File: src/rtl/ps2_pkg.sv
// ps2_pkg: shared PS/2 keyboard definitions.
//   SC_*        scan-code constants for Enter, extended prefix and break prefix
//   ps2_state_e frame receiver FSM states
package ps2_pkg;
  localparam logic [7:0] SC_ENTER = 8'h5A;
  localparam logic [7:0] SC_EXT   = 8'hE0;
  localparam logic [7:0] SC_BREAK = 8'hF0;

  typedef enum logic [1:0] {IDLE, DATA, PARITY, STOP} ps2_state_e;
endpackage

File: src/rtl/ps2_line_filter.sv
// ps2_line_filter: 2-FF synchronizer plus stability filter for one raw PS/2 pin.
//   clk, reset  system clock, async active-low reset
//   line_i      raw asynchronous pin
//   filt_o      filtered level (resets to 1, the PS/2 idle level); changes only
//               after the synchronized level has differed for FILTER_LEN cycles
module ps2_line_filter #(
  parameter int FILTER_LEN = 8
) (
  input  logic clk,
  input  logic reset,
  input  logic line_i,
  output logic filt_o
);
  localparam int CW = $clog2(FILTER_LEN + 1);
  localparam logic [CW-1:0] CNT_LAST = CW'(FILTER_LEN - 1);

  logic [1:0]    sync_q;
  logic          filt_q, filt_d;
  logic [CW-1:0] cnt_q, cnt_d;

  always_comb begin
    filt_d = filt_q;
    cnt_d  = '0;
    // Any return to the current filtered level restarts the count.
    if (sync_q[1] != filt_q) begin
      if (cnt_q == CNT_LAST) filt_d = sync_q[1];
      else                   cnt_d  = cnt_q + CW'(1);
    end
  end

  always_ff @(posedge clk or negedge reset) begin
    if (!reset) begin
      sync_q <= 2'b11;
      filt_q <= 1'b1;
      cnt_q  <= '0;
    end else begin
      sync_q <= {sync_q[0], line_i};
      filt_q <= filt_d;
      cnt_q  <= cnt_d;
    end
  end

  assign filt_o = filt_q;
endmodule

File: src/rtl/ps2_key_decoder.sv
// ps2_key_decoder: PS/2 keyboard frame receiver and key-event decoder.
//   clk, reset     100 MHz system clock, async active-low reset
//   ps2_clk/data   raw PS/2 pins
//   key_valid      one-cycle pulse, key_code/key_ext/key_release hold the event
//   enter          one-cycle pulse on the first make of Enter (with or without E0)
//   frame_err      one-cycle pulse when a frame is dropped (parity/stop/timeout)
module ps2_key_decoder
  import ps2_pkg::*;
#(
  parameter int FILTER_LEN  = 8,
  parameter int TIMEOUT_CYC = 200000
) (
  input  logic       clk,
  input  logic       reset,
  input  logic       ps2_clk,
  input  logic       ps2_data,
  output logic       key_valid,
  output logic [7:0] key_code,
  output logic       key_ext,
  output logic       key_release,
  output logic       enter,
  output logic       frame_err
);
  localparam int TW = $clog2(TIMEOUT_CYC + 1);
  localparam logic [TW-1:0] TO_MAX = TW'(TIMEOUT_CYC);

  logic clk_f, data_f, clk_prev_q, sample;

  ps2_line_filter #(.FILTER_LEN(FILTER_LEN)) u_clk_filt (
    .clk(clk), .reset(reset), .line_i(ps2_clk), .filt_o(clk_f));
  ps2_line_filter #(.FILTER_LEN(FILTER_LEN)) u_data_filt (
    .clk(clk), .reset(reset), .line_i(ps2_data), .filt_o(data_f));

  // Falling edge of the filtered PS/2 clock is the bit-sample event.
  assign sample = clk_prev_q & ~clk_f;

  ps2_state_e    state_q, state_d;
  logic [2:0]    bitcnt_q, bitcnt_d;
  logic [7:0]    shreg_q, shreg_d;
  logic          par_q, par_d;
  logic [TW-1:0] to_cnt_q, to_cnt_d;
  logic          ext_q, ext_d, brk_q, brk_d, held_q, held_d;
  logic [7:0]    code_q, code_d;
  logic          kext_q, kext_d, krel_q, krel_d;
  logic          kv_q, kv_d, ent_q, ent_d, ferr_q, ferr_d;
  logic          byte_ok;

  always_comb begin
    state_d  = state_q;
    bitcnt_d = bitcnt_q;
    shreg_d  = shreg_q;
    par_d    = par_q;
    ext_d    = ext_q;
    brk_d    = brk_q;
    held_d   = held_q;
    code_d   = code_q;
    kext_d   = kext_q;
    krel_d   = krel_q;
    kv_d     = 1'b0;
    ent_d    = 1'b0;
    ferr_d   = 1'b0;
    byte_ok  = 1'b0;

    if (state_q == IDLE || sample) to_cnt_d = '0;
    else                           to_cnt_d = to_cnt_q + TW'(1);

    if (state_q != IDLE && !sample && to_cnt_q == TO_MAX) begin
      ferr_d   = 1'b1;
      ext_d    = 1'b0;
      brk_d    = 1'b0;
      state_d  = IDLE;
      to_cnt_d = '0;
    end else if (sample) begin
      unique case (state_q)
        IDLE: if (!data_f) begin
          state_d  = DATA;
          bitcnt_d = 3'd0;
        end
        DATA: begin
          shreg_d  = {data_f, shreg_q[7:1]};  // LSB arrives first
          bitcnt_d = bitcnt_q + 3'd1;
          if (bitcnt_q == 3'd7) state_d = PARITY;
        end
        PARITY: begin
          par_d   = data_f;
          state_d = STOP;
        end
        STOP: begin
          state_d = IDLE;
          if (data_f && (^{shreg_q, par_q})) byte_ok = 1'b1;
          else begin
            ferr_d = 1'b1;
            ext_d  = 1'b0;
            brk_d  = 1'b0;
          end
        end
        default: state_d = IDLE;
      endcase
    end

    if (byte_ok) begin
      if (shreg_q == SC_EXT)        ext_d = 1'b1;
      else if (shreg_q == SC_BREAK) brk_d = 1'b1;
      else begin
        kv_d   = 1'b1;
        code_d = shreg_q;
        kext_d = ext_q;
        krel_d = brk_q;
        ext_d  = 1'b0;
        brk_d  = 1'b0;
        // held flag suppresses enter on typematic repeats until release
        if (shreg_q == SC_ENTER) begin
          if (brk_q) held_d = 1'b0;
          else if (!held_q) begin
            ent_d  = 1'b1;
            held_d = 1'b1;
          end
        end
      end
    end
  end

  always_ff @(posedge clk or negedge reset) begin
    if (!reset) begin
      clk_prev_q <= 1'b1;
      state_q    <= IDLE;
      bitcnt_q   <= '0;
      shreg_q    <= '0;
      par_q      <= 1'b0;
      to_cnt_q   <= '0;
      ext_q      <= 1'b0;
      brk_q      <= 1'b0;
      held_q     <= 1'b0;
      code_q     <= '0;
      kext_q     <= 1'b0;
      krel_q     <= 1'b0;
      kv_q       <= 1'b0;
      ent_q      <= 1'b0;
      ferr_q     <= 1'b0;
    end else begin
      clk_prev_q <= clk_f;
      state_q    <= state_d;
      bitcnt_q   <= bitcnt_d;
      shreg_q    <= shreg_d;
      par_q      <= par_d;
      to_cnt_q   <= to_cnt_d;
      ext_q      <= ext_d;
      brk_q      <= brk_d;
      held_q     <= held_d;
      code_q     <= code_d;
      kext_q     <= kext_d;
      krel_q     <= krel_d;
      kv_q       <= kv_d;
      ent_q      <= ent_d;
      ferr_q     <= ferr_d;
    end
  end

  assign key_valid   = kv_q;
  assign key_code    = code_q;
  assign key_ext     = kext_q;
  assign key_release = krel_q;
  assign enter       = ent_q;
  assign frame_err   = ferr_q;
endmodule

File: config.mk
export PLATFORM = sky130hd
export DESIGN_NAME = ps2_key_decoder
export DESIGN_NICKNAME = d
export VERILOG_FILES = /design/src/rtl/ps2_pkg.sv /design/src/rtl/ps2_line_filter.sv /design/src/rtl/ps2_key_decoder.sv
export SDC_FILE = /design/constraint.sdc
export NUM_CORES = 1
export LEC_CHECK = 0
export CORE_UTILIZATION = 40
export CTS_CLUSTER_DIAMETER = 100
export DETAILED_ROUTE_END_ITERATION = 10
export GPL_TIMING_DRIVEN = 1
export HOLD_SLACK_MARGIN = 0.15
export SYNTH_ARGS = -nofsm -noshare
export SYNTH_HDL_FRONTEND = slang
export SYNTH_SLANG_ARGS = --single-unit
File: constraint.sdc
create_clock -name clk -period 2.94 [get_ports clk]
set_clock_uncertainty 0.1 [all_clocks]
set_input_delay 0.588 -clock clk [delete_from_list [all_inputs] [get_ports clk]]
set_output_delay 0.588 -clock clk [all_outputs]
set_load 0.02 [all_outputs]
==> flow_summary_export.csv <==
group,metric,value,unit
run_status,run_status,"completed",
finish,highest_count_cells_in_the_layout_ignoring_fill_and_taps,"sky130_fd_sc_hd__dfrtp_1 (56), sky130_fd_sc_hd__nor2_1 (31), sky130_fd_sc_hd__nand2_1 (25)",
routing,post_drt_via_cell_ratio,5.00,
placement,finalWeightedCongestion,0.752,
power,p_int,1.59,mW
finish,layout_commonest_cell,"sky130_fd_sc_hd__dfrtp_1",
critical_path,critical_path.endpoint_type,"register",
floorplan,die_width,88.5,µm
floorplan,die_h,88.5,µm
critical_path,cp_max_fo,17,
finish,finish.net_count,303,
critical_path,worst_path_dominant_cell_family,"multiplexers",
synth,synth-seq-area-share,0.530,
floorplan,floorplan.initialDensity,0.412,
routing,wl,5110,µm
timing,max_freq,0.443,GHz
timing,setup-tns-final,0,ns
global_route,grtUsageTotal,0.157,
critical_path,crit_type,"reg -> reg",
timing,report.final.slew_viol_count,0,
synth,synth_cell_types,47,
critical_path,critPathMaxStageDelay,0.55,ns
timing,layout_setup_ws,0.684,ns
timing,timing.max_slew.rel_slack,0.515,
timing,rsz0062_at_grt,"false",
placement,placedCellCount,376,
power,p_clk_frac,0.310,
clock_network,clk_latency,0.34,ns
critical_path,critPathArrivalTime,2.38,ns
power,total_leakage_power,1.52,nW
power,power.net_switching,743,µW
timing,final_period_minus_worst_setup_slack,2.26,ns
clock_network,postCtsResizedCells,0,
timing,hold_violations,0,
routing,detailroute.via_count,1959,
finish,final_core_util,0.476,
routing,routed_wire_length_per_instance,13.0,µm
power,power.sequential.fraction,0.478,
global_route,grt_first_pass_wirelength,9080,µm
synth,synthDominantAreaCellType,"sky130_fd_sc_hd__dfrtp_1",
synth,synth_enable_flop_cells,0,
floorplan,boundaryPins,17,
synth,synth.net_count,280,
clock_network,cts.repair_timing.setup_buffer_count,0,
synth,post_synth_main_area_contributors,"sky130_fd_sc_hd__dfrtp_1 (47%), sky130_fd_sc_hd__dfstp_2 (6.1%), sky130_fd_sc_hd__mux2_2 (5.6%)",
min_path,hold_class,"in -> async",
power,power_frac_comb,0.212,
clock_network,clkTransAtPathRegs,0.07,ns
clock_network,cts_tree,"built",
critical_path,critPathRequiredTime,3.07,ns
synth,synthAdderAreaFrac,0.0460,
synth,syn-mean-instance-area,11.3,µm²
clock_network,clock_tree.htree_level_count,3,
global_route,number_of_global_route_vias_before_repair,1919,
global_route,initial_antenna_violation_count,0,
run,max_cap_viol_count,0,
routing,number_of_design_rule_violations_left_after_detail_routing,0,
finish,drive_above_1_share,0.164,
routing,initialDrtViolationCount,79,
timing,min_period_over_period,0.767,
floorplan,row_count,31,
synth,synth-compound-area-share,0.0707,
placement,pre_cts_slack,0.698,ns
power,power_density_over_the_cells,676,nW/µm²
global_route,grt_max_degree,33,
clock_network,clock_sink_count,63,
synth,synth_xor_xnor_area_share,0.0903,
placement,detailedPlacementHpwl,3600,µm
timing,hold_ws,0.193,ns
timing,timing_worst_slew_pin_value,0.728,ns
synth,synthSimpleGateAreaFrac,0.166,
finish,syn2layout_area_growth,15.3,%
synth,yosysWarnings,0,
synth,syn-instance-count,265,
critical_path,path_buf_inv,0,
clock_network,hold_fix_buffers_cts,0,
placement,port_buffers,16,
synth,yosys_most_used_dff,"sky130_fd_sc_hd__dfrtp_1",
clock_network,cts-buffers-inserted,9,
power,irDropWorstVdd,511,µV
floorplan,area_of_the_die,7830,µm²
routing,drtAntennaViolNets,0,
critical_path,slowest_stage,"sky130_fd_sc_hd__nor4bb_1",
critical_path,critical_path.cell_chain,"nor4bb_1 > a211oi_4 > mux2i_4 > mux2_2",
synth,fraction_of_synthesized_cell_area_taken_by_the_top_area_cell_type,0.468,
synth,asyncSetResetFlopFracSynth,1.00,
floorplan,coreArea,7250,µm²
critical_path,start_kind,"register",
finish,diodes,0,
clock_network,clock_path_buffers,2,
routing,detail_route.first_pass.iterations,4,
synth,synth.area.mux_share,0.0724,
power,switching_share,0.319,
synth,largest_family_of_logic_cells_by_synthesized_area,"simple AND/OR/NAND/NOR gates",
synth,post_synthesis_sequential_element_count,63,
synth,post_synth_instance_area,2990,µm²
clock_network,cts.root.buffer_cell,"sky130_fd_sc_hd__clkbuf_8",
timing,setup_violations,0,
finish,finish.cell_count_without_fillers,392,
global_route,grt-ovfl-total,0,
-- power groups by stage --
stage          clock (mW)  sequential [mW]  combinational [mW]
6_report            0.723             1.12               0.494
3_3_place_gp            0             1.13               0.498
4_1_cts             0.747             1.12               0.505
2_1_floorplan           0             1.08               0.414
5_1_grt             0.797             1.13               0.576
3_5_place_dp            0             1.13               0.502
-- path summary, 6_finish.rpt --
check / slack, ns / from / end / cells past startpoint
max: 0.68 / shreg_q[3] / key_code[7] / 4
min: 0.19 / reset / u_clk_filt.cnt_q[1] / 1
max reg2reg: 0.68 / shreg_q[3] / key_code[7] / 4
min reg2reg: 0.26 / u_data_filt.sync_q[0] / u_data_filt.sync_q[1] / 0
max in group asynchronous: 1.92 / reset / u_data_filt.cnt_q[0] / 2
min in group clk: 0.26 / u_data_filt.sync_q[0] / u_data_filt.sync_q[1] / 0
-- through the flow --
step / instance area [µm²] / power [mW]
final: 3450 / 2.33
after floorplan: 2990 / 1.50
after global routing: 3450 / 2.51
after detailed placement: 3260 / 1.63
after CTS: 3450 / 2.37
after global placement: 3260 / 1.63
-- metal layers --
layer | vias up | track usage | part of all wire
met3 | 7 | 0.0606 | 0.039
met4 | 0 | 0.0630 | 0.014
li1 | 964 | - | -
met2 | 26 | 0.240 | 0.46
met5 | - | 0 | 0
met1 | 962 | 0.202 | 0.48
-- synth_stat cells, drive strengths merged (2+ instances only) --
master	n
nor3b	2
nand3	12
a211oi	2
mux2	16
clkbuf	4
nor2	31
dfrtp	56
nand3b	2
o22ai	2
or4	2
xnor3	2
a21oi	5
nand2	26
nor4	2
a31oi	2
ha	11
o21ai	10
xnor2	16
or3	2
inv	10
and3	4
nor2b	3
nor3	7
nand4	3
xor2	6
a22o	4
dfstp	7
mux2i	2
and2	2
buf	2
-- worst reg2reg max path, stage by stage (launching register included) --
cell                       delay (ns)
sky130_fd_sc_hd__dfrtp_1         0.47
sky130_fd_sc_hd__nor4bb_1        0.55
sky130_fd_sc_hd__a211oi_4        0.13
sky130_fd_sc_hd__mux2i_4         0.48
sky130_fd_sc_hd__mux2_2          0.40
-- final cells by class --
type	count	area (µm²)
Fill cell	690	3800
Clock inverter	6	61.3
Timing Repair Buffer	18	183
Inverter	10	37.5
Tap cell	99	124
Multi-Input combinational cell	186	1330
Clock buffer	10	128
Sequential cell	63	1590
-- sequential cells by signal (all words and copies together), names as in the netlist, 2 cells and up --
| register | cells |
|---|---|
| bitcnt_q | 3 |
| key_code | 8 |
| shreg_q | 8 |
| state_q | 2 |
| to_cnt_q | 18 |
| u_clk_filt.cnt_q | 4 |
| u_clk_filt.sync_q | 2 |
| u_data_filt.cnt_q | 4 |
| u_data_filt.sync_q | 2 |
-- kinds of logic (layout without fill, tap and decap cells) --
kind of cell    after synthesis  after routing
simple gates                102            102
buf+inv                      16             44
xor+xnor                     25             25
compound gates               30             30
mux                          18             18
fa+ha+maj                    11             11
flops                        63             63
Note: power is estimated with default switching activity, not from simulation.
